`config.mk`:
```
export PLATFORM = sky130hd
export DESIGN_NAME = mem_sequencer_flat
export DESIGN_NICKNAME = d
export VERILOG_FILES = /design/src/rtl/mem_sequencer_if.sv /design/src/rtl/mem_sequencer.sv /design/src/flat_wrapper.sv
export SDC_FILE = /design/constraint.sdc
export NUM_CORES = 1
export LEC_CHECK = 0
export BUFFER_PORTS_ARGS = -buffer_cell sky130_fd_sc_hd__clkbuf_2
export CORE_MARGIN = 2
export CORE_UTILIZATION = 30
export CTS_BUF_LIST = sky130_fd_sc_hd__clkbuf_4 sky130_fd_sc_hd__clkbuf_8
export DETAILED_ROUTE_END_ITERATION = 10
export PLACE_DENSITY = 0.55
export SLEW_MARGIN = 20
export SYNTH_ARGS = -nofsm -noshare
export SYNTH_HDL_FRONTEND = slang
export SYNTH_SLANG_ARGS = --single-unit
```
`constraint.sdc`:
```
create_clock -name clk -period 7.3 [get_ports clk]
set_clock_uncertainty 0.1 [all_clocks]
set_input_delay 1.46 -clock clk [delete_from_list [all_inputs] [get_ports clk]]
set_output_delay 1.46 -clock clk [all_outputs]
set_load 0.01 [all_outputs]
```
`src/rtl/mem_sequencer_if.sv`:
```
// External memory bus of the sticky core: strobes and segment selects from the
// sequencer, acknowledge and read data from memory.
interface mem_sequencer_if #(
    parameter int DATA_W = 16,
    parameter int SEG_W  = 8,
    parameter int OFF_W  = 16
) ();
    logic                   ready;
    logic [DATA_W-1:0]      data_in;
    logic                   load;
    logic                   store;
    logic                   code_seg;
    logic                   data_seg;
    logic                   stack_seg;
    logic [SEG_W+OFF_W-1:0] addr_out;
    logic [DATA_W-1:0]      data_out;

    modport master (
        input  ready, data_in,
        output load, store, code_seg, data_seg, stack_seg, addr_out, data_out
    );

    modport slave (
        output ready, data_in,
        input  load, store, code_seg, data_seg, stack_seg, addr_out, data_out
    );
endinterface

```
`src/rtl/mem_sequencer.sv`:
```
// Memory-side sequencer: arbitrates the single bus between instruction prefetch
// and CPU load/store, and hands whole instructions to decode.
module mem_sequencer #(
    parameter int               DATA_W     = 16,
    parameter int               SEG_W      = 8,
    parameter int               OFF_W      = 16,
    parameter int               INSN_WORDS = 2,
    parameter int               PQ_DEPTH   = 4,
    parameter logic [OFF_W-1:0] RESET_PC   = '0
) (
    input  logic                         clk,
    input  logic                         rst,
    mem_sequencer_if.master              bus,
    input  logic [SEG_W-1:0]             cs,
    input  logic [SEG_W-1:0]             ds,
    input  logic [SEG_W-1:0]             ss,
    output logic                         insn_valid,
    output logic [DATA_W*INSN_WORDS-1:0] insn_out,
    input  logic                         insn_take,
    input  logic                         flush,
    input  logic [OFF_W-1:0]             flush_pc,
    input  logic                         ls_req,
    input  logic                         ls_write,
    input  logic                         ls_stack,
    input  logic [OFF_W-1:0]             ls_addr,
    input  logic [DATA_W-1:0]            ls_wdata,
    output logic                         ls_done,
    output logic [DATA_W-1:0]            ls_rdata
);

    // A depth-1 queue still gets a 1-bit pointer; the mask keeps it at 0.
    localparam int PW = (PQ_DEPTH > 1) ? $clog2(PQ_DEPTH) : 1;
    localparam int CW = $clog2(PQ_DEPTH + 1);
    localparam logic [PW-1:0] PTR_MASK = PW'(PQ_DEPTH - 1);
    localparam logic [PW-1:0] POP_STEP = PW'(INSN_WORDS % PQ_DEPTH);
    localparam logic [CW-1:0] INSN_CNT = CW'(INSN_WORDS);
    localparam logic [CW-1:0] FULL_CNT = CW'(PQ_DEPTH);

    typedef enum logic [1:0] {
        IDLE,
        FETCH,
        DATA
    } state_t;

    state_t            state;
    state_t            state_nxt;
    logic              start_fetch;
    logic              start_data;
    logic              fetch_done;
    logic              data_done;

    logic [OFF_W-1:0]  fptr;
    logic              stale;
    logic              push;
    logic              pop;

    logic [DATA_W-1:0] pq_mem [0:(1<<PW)-1];
    logic [PW-1:0]     rd_ptr;
    logic [PW-1:0]     wr_ptr;
    logic [CW-1:0]     count;

    assign insn_valid = (count >= INSN_CNT);
    // A fetch that saw a flush (now or earlier) still finishes on the bus but its word is dropped.
    assign push       = fetch_done && !stale && !flush;
    assign pop        = insn_take && insn_valid && !flush;

    always_ff @(posedge clk or posedge rst) begin
        if (rst) begin
            state <= IDLE;
        end else begin
            state <= state_nxt;
        end
    end

    always_comb begin
        state_nxt   = state;
        start_fetch = 1'b0;
        start_data  = 1'b0;
        fetch_done  = 1'b0;
        data_done   = 1'b0;
        unique case (state)
            IDLE: begin
                // ls_req is still high during the ls_done cycle; that is the old request.
                if (ls_req && !ls_done) begin
                    state_nxt  = DATA;
                    start_data = 1'b1;
                end else if ((count < FULL_CNT) && !flush) begin
                    state_nxt   = FETCH;
                    start_fetch = 1'b1;
                end
            end
            FETCH: begin
                if (bus.ready) begin
                    state_nxt  = IDLE;
                    fetch_done = 1'b1;
                end
            end
            DATA: begin
                if (bus.ready) begin
                    state_nxt = IDLE;
                    data_done = 1'b1;
                end
            end
            default: state_nxt = IDLE;
        endcase
    end

    // Bus outputs are captured on entry and held until the access completes.
    always_ff @(posedge clk or posedge rst) begin
        if (rst) begin
            bus.load      <= 1'b0;
            bus.store     <= 1'b0;
            bus.code_seg  <= 1'b0;
            bus.data_seg  <= 1'b0;
            bus.stack_seg <= 1'b0;
            bus.addr_out  <= '0;
            bus.data_out  <= '0;
        end else if (start_fetch) begin
            bus.load      <= 1'b1;
            bus.store     <= 1'b0;
            bus.code_seg  <= 1'b1;
            bus.data_seg  <= 1'b0;
            bus.stack_seg <= 1'b0;
            bus.addr_out  <= {cs, fptr};
        end else if (start_data) begin
            bus.load      <= ~ls_write;
            bus.store     <= ls_write;
            bus.code_seg  <= 1'b0;
            bus.data_seg  <= ~ls_stack;
            bus.stack_seg <= ls_stack;
            bus.addr_out  <= {(ls_stack ? ss : ds), ls_addr};
            bus.data_out  <= ls_wdata;
        end else if (fetch_done || data_done) begin
            bus.load      <= 1'b0;
            bus.store     <= 1'b0;
            bus.code_seg  <= 1'b0;
            bus.data_seg  <= 1'b0;
            bus.stack_seg <= 1'b0;
        end
    end

    always_ff @(posedge clk or posedge rst) begin
        if (rst) begin
            fptr     <= RESET_PC;
            stale    <= 1'b0;
            ls_done  <= 1'b0;
            ls_rdata <= '0;
        end else begin
            ls_done <= data_done;
            if (data_done && bus.load) begin
                ls_rdata <= bus.data_in;
            end
            if (flush) begin
                fptr <= flush_pc;
            end else if (push) begin
                fptr <= fptr + OFF_W'(1);
            end
            if (fetch_done) begin
                stale <= 1'b0;
            end else if ((state == FETCH) && flush) begin
                stale <= 1'b1;
            end
        end
    end

    always_ff @(posedge clk or posedge rst) begin
        if (rst) begin
            rd_ptr <= '0;
            wr_ptr <= '0;
            count  <= '0;
        end else if (flush) begin
            rd_ptr <= '0;
            wr_ptr <= '0;
            count  <= '0;
        end else begin
            if (push) begin
                wr_ptr <= (wr_ptr + PW'(1)) & PTR_MASK;
            end
            if (pop) begin
                rd_ptr <= (rd_ptr + POP_STEP) & PTR_MASK;
            end
            count <= count + CW'(push) - (pop ? INSN_CNT : '0);
        end
    end

    always_ff @(posedge clk) begin
        if (push) begin
            pq_mem[wr_ptr] <= bus.data_in;
        end
    end

    // Oldest word lands in the most significant slot.
    always_comb begin
        insn_out = '0;
        for (int i = 0; i < INSN_WORDS; i++) begin
            insn_out[DATA_W*(INSN_WORDS-i)-1 -: DATA_W] = pq_mem[(rd_ptr + PW'(i)) & PTR_MASK];
        end
    end

endmodule

```
`src/flat_wrapper.sv`:
```
// flat-port wrapper written by rule: the top's interface ports become plain ports
module mem_sequencer_flat 
#(
    parameter int               DATA_W     = 16,
    parameter int               SEG_W      = 8,
    parameter int               OFF_W      = 16,
    parameter int               INSN_WORDS = 2,
    parameter int               PQ_DEPTH   = 4,
    parameter logic [OFF_W-1:0] RESET_PC   = '0
)
  (clk, rst, cs, ds, ss, insn_valid, insn_out, insn_take, flush, flush_pc, ls_req, ls_write, ls_stack, ls_addr, ls_wdata, ls_done, ls_rdata, bus_ready, bus_data_in, bus_load, bus_store, bus_code_seg, bus_data_seg, bus_stack_seg, bus_addr_out, bus_data_out);
  mem_sequencer_if #(.DATA_W(DATA_W), .SEG_W(SEG_W), .OFF_W(OFF_W)) bus_i ();
  input  logic clk;
  input  logic rst;
  input  logic [SEG_W-1:0] cs;
  input  logic [SEG_W-1:0] ds;
  input  logic [SEG_W-1:0] ss;
  output logic insn_valid;
  output logic [DATA_W*INSN_WORDS-1:0] insn_out;
  input  logic insn_take;
  input  logic flush;
  input  logic [OFF_W-1:0] flush_pc;
  input  logic ls_req;
  input  logic ls_write;
  input  logic ls_stack;
  input  logic [OFF_W-1:0] ls_addr;
  input  logic [DATA_W-1:0] ls_wdata;
  output logic ls_done;
  output logic [DATA_W-1:0] ls_rdata;
  input wire logic [$bits(bus_i.ready)-1:0] bus_ready;
  input wire logic [$bits(bus_i.data_in)-1:0] bus_data_in;
  output wire logic [$bits(bus_i.load)-1:0] bus_load;
  output wire logic [$bits(bus_i.store)-1:0] bus_store;
  output wire logic [$bits(bus_i.code_seg)-1:0] bus_code_seg;
  output wire logic [$bits(bus_i.data_seg)-1:0] bus_data_seg;
  output wire logic [$bits(bus_i.stack_seg)-1:0] bus_stack_seg;
  output wire logic [$bits(bus_i.addr_out)-1:0] bus_addr_out;
  output wire logic [$bits(bus_i.data_out)-1:0] bus_data_out;
  assign bus_i.ready = bus_ready;
  assign bus_i.data_in = bus_data_in;
  assign bus_load = bus_i.load;
  assign bus_store = bus_i.store;
  assign bus_code_seg = bus_i.code_seg;
  assign bus_data_seg = bus_i.data_seg;
  assign bus_stack_seg = bus_i.stack_seg;
  assign bus_addr_out = bus_i.addr_out;
  assign bus_data_out = bus_i.data_out;
  mem_sequencer #(.DATA_W(DATA_W), .SEG_W(SEG_W), .OFF_W(OFF_W), .INSN_WORDS(INSN_WORDS), .PQ_DEPTH(PQ_DEPTH), .RESET_PC(RESET_PC)) u_core (.clk(clk), .rst(rst), .bus(bus_i), .cs(cs), .ds(ds), .ss(ss), .insn_valid(insn_valid), .insn_out(insn_out), .insn_take(insn_take), .flush(flush), .flush_pc(flush_pc), .ls_req(ls_req), .ls_write(ls_write), .ls_stack(ls_stack), .ls_addr(ls_addr), .ls_wdata(ls_wdata), .ls_done(ls_done), .ls_rdata(ls_rdata));
endmodule
```
==> reports/qor.yml <==
cts:
  clk_latency_ns: 0.43
  cts_resized: 0
  clockBufferDepth: 2
  postCtsSetupRepairBufs: 0
  clk_pin_slew_ns: 0.09
  hold_buffers: 0
  cts_buffers: 17
  cts_tree: "done"
  ctsRootBufferMaster: "clkbuf_8"
  h-tree-depth: 4
  cts_sinks: 151
drt:
  wire_per_inst_um: 16.35
  drc: 0
  drtIter0Drc: 240
  first_pass_iters: 4
  viasPerCell: 4.620
  wirelength_um: 15420
  vias: 4357
  antenna_left: 0
die:
  die_x_um: 148.7
  fp.coreArea_um2: 20360
  ioPinCount: 191
  dieHeight_um: 148.7
  initial_core_util_pct: 30.86
  rows: 52
  die_area_um2: 22120
timing:
  rsz0062_at_grt: "false"
  hold_viol_final: 0
  maxSlewViolCount: 0
  relSlewSlack_pct: 31.88
  min_period_over_period_pct: 45.77
  setup-tns-final_ns: 0
  setup_viol: 0
  tightest_slew_ns: 1.022
  setup_ws_ns: 3.959
  period_minus_slack_ns: 3.341
  max_freq_mhz: 299.3
global_route:
  grt_pass1_vias: 4545
  grt_pass1_wl_um: 24490
  antenna_found_initial: 0
  grt-ovfl-total: 0
  track_usage_pct: 14.56
  grt_start_max_net_pins: 71
logic_synthesis:
  synthArstFlopShare_pct: 57.62
  syn_inst: 470
  synthFlopType: "dfrtp_1"
  synth_area_per_cell_um2: 13.37
  yosys_warnings: 0
  syn_nets: 577
  netlist_area_um2: 6284
  synth-seq-cells: 151
  synth_cell_types: 40
  ys_seq_area_share_pct: 65.23
  synth-edff-count: 64
worst_hold_path:
  holdPathStages: 2
  hold_path.class: "flip-flop to flip-flop"
  hold_path_end: "u_core.bus.data_out[12]"
  min_from: "u_core.bus.data_out[12]"
setup_path:
  startpoint_type: "primary input"
  crit_fanout: 42
  r2r-start: "u_core.state[1]"
  path_class: "primary input to flip-flop"
  crit_arrival_ns: 3.59
  r2r_slack_ns: 4.76
  r2r-end: "u_core.pq_mem[2][0]"
  cp.required_ns: 7.55
  end_kind: "flip-flop"
  reg2reg_depth: 4
run:
  drv_cap: 0
layout:
  n_antenna_cell: 0
  nNetsFinal: 767
  syn_to_final_growth_pct: 25.97
  drive_gt1_share_pct: 41.46
  final_common_cell: "clkbuf_2"
  fin_cells: 943
  fill_cells: 2019
  final_cell_mix: "clkbuf_2, dfrtp_1, nand2_1"
place:
  gp_congestion: 0.7930
  dp_slack_ns: 3.491
  hpwl_um: 10930
  io_buffers: 190
  dp_cells: 911
pwr:
  p_leak_nw: 3.581
  irDropWorstVdd_mv: 0.1278
  power_density_nw_per_um2: 327.9
  power_mw: 2.595
status:
  status: "completed"
==> critical path, stage by stage <==
cell       delay [ns]
clkbuf_2         0.59
nor2_1           0.19
o21ai_2          0.85
and2_1           0.35
o2bb2ai_1        0.13
==> layer usage <==
metal | share of wire (%) | GRT usage (%) | wire length (µm)
met5 | 0 | 0 | 0
met2 | 47 | 24.00 | 7320
met1 | 45 | 18.59 | 6886
met3 | 7.4 | 5.123 | 1135
met4 | 0.50 | 3.143 | 77
==> worst max-delay path by stage <==
stage                                 from                     end  slack [ns]  cells after the start
after global placement               flush     u_core.bus.data_seg        3.60                      5
final                                flush     u_core.bus.data_seg        3.96                      5
after detailed placement             flush     u_core.bus.data_seg        3.49                      5
after floorplan                        rst  u_core.bus.addr_out[0]        3.49                      1
after CTS                 u_core.rd_ptr[1]            insn_out[10]        3.93                      3
after global routing                 flush     u_core.bus.data_seg        3.80                      5
==> Yosys cell counts, drive strengths merged (2+ instances only) <==
cell / instances / area share (%)
a211o: 2 / 0.28
a21oi: 4 / 0.32
a221o: 24 / 3.8
a22o: 3 / 0.42
a22oi: 2 / 0.24
and2: 20 / 2.0
and3: 5 / 0.50
clkbuf: 22 / 1.3
dfrtp: 87 / 35
edfxtp: 64 / 31
ha: 11 / 2.2
inv: 10 / 0.60
mux2: 48 / 8.6
mux2i: 12 / 1.9
nand2: 72 / 4.3
nand2b: 3 / 0.30
nand3: 5 / 0.40
nand4: 4 / 0.40
nor2: 18 / 1.1
nor2b: 4 / 0.40
nor3: 5 / 0.40
nor4: 4 / 0.40
o21ai: 14 / 1.1
o31a: 2 / 0.28
xnor2: 7 / 0.98
xor2: 6 / 0.84
==> report_power, final <==
| group | leakage (nW) | switching [mW] | total [mW] | internal [mW] |
|---|---|---|---|---|
| combinational | 1.73 | 0.413 | 0.761 | 0.348 |
| clock | 0.202 | 0.326 | 0.637 | 0.311 |
| sequential | 1.65 | 0.120 | 1.20 | 1.08 |
| total | 3.58 | 0.859 | 2.60 | 1.74 |
==> kinds of logic (layout without fill, tap and decap cells) <==
kind of cell               Yosys count  count (layout)  synth area share, %
DFF                                151             151                65.23
and+or+nand+nor                    146             146                11.15
muxes                               60              60                10.51
AOI/OAI and AO/OA                   56              56                7.109
buffers and inverters               33             236                1.991
xor gates and xnor gates            13              13                1.812
adders and majority gates           11              11                2.190
==> flip-flops by register name, summed over array words and instances (netlist names) <==
| register | flops |
|---|---|
| u_core.bus.data_out | 16 |
| u_core.bus.code_seg | 1 |
| u_core.ls_rdata | 16 |
| u_core.fptr | 16 |
| u_core.state | 2 |
| u_core.count | 3 |
| u_core.bus.store | 1 |
| u_core.ls_done | 1 |
| u_core.pq_mem | 64 |
| u_core.rd_ptr | 1 |
| u_core.stale | 1 |
| u_core.wr_ptr | 2 |
| u_core.bus.load | 1 |
| u_core.bus.data_seg | 1 |
| u_core.bus.stack_seg | 1 |
| u_core.bus.addr_out | 24 |
==> layout make-up <==
type                       instances  area, µm²  share of cell area (%)
multi-input combinational        286       2068                   26.13
clock buffer                      18      241.5                   3.051
sequential                       151       4099                   51.79
timing repair buffer             194      980.9                   12.39
clock inverter                    14      147.6                   1.865
inverter                          10      40.04                  0.5058
tap                              270      337.8                   4.268
==> per-stage QoR <==
| step | hold WS, ns | cell area (µm²) | utilization (%) |
|---|---|---|---|
| detailed placement | 0.3636 | 7526 | 36.96 |
| CTS | 0.3859 | 7915 | 38.87 |
| floorplan | 0.3914 | 6284 | - |
| global route | 0.4117 | 7915 | 38.87 |
| finish | 0.3830 | 7915 | 38.87 |
| global placement | 0.3599 | 7526 | 36.96 |
Power figures use the tool's default switching activity.
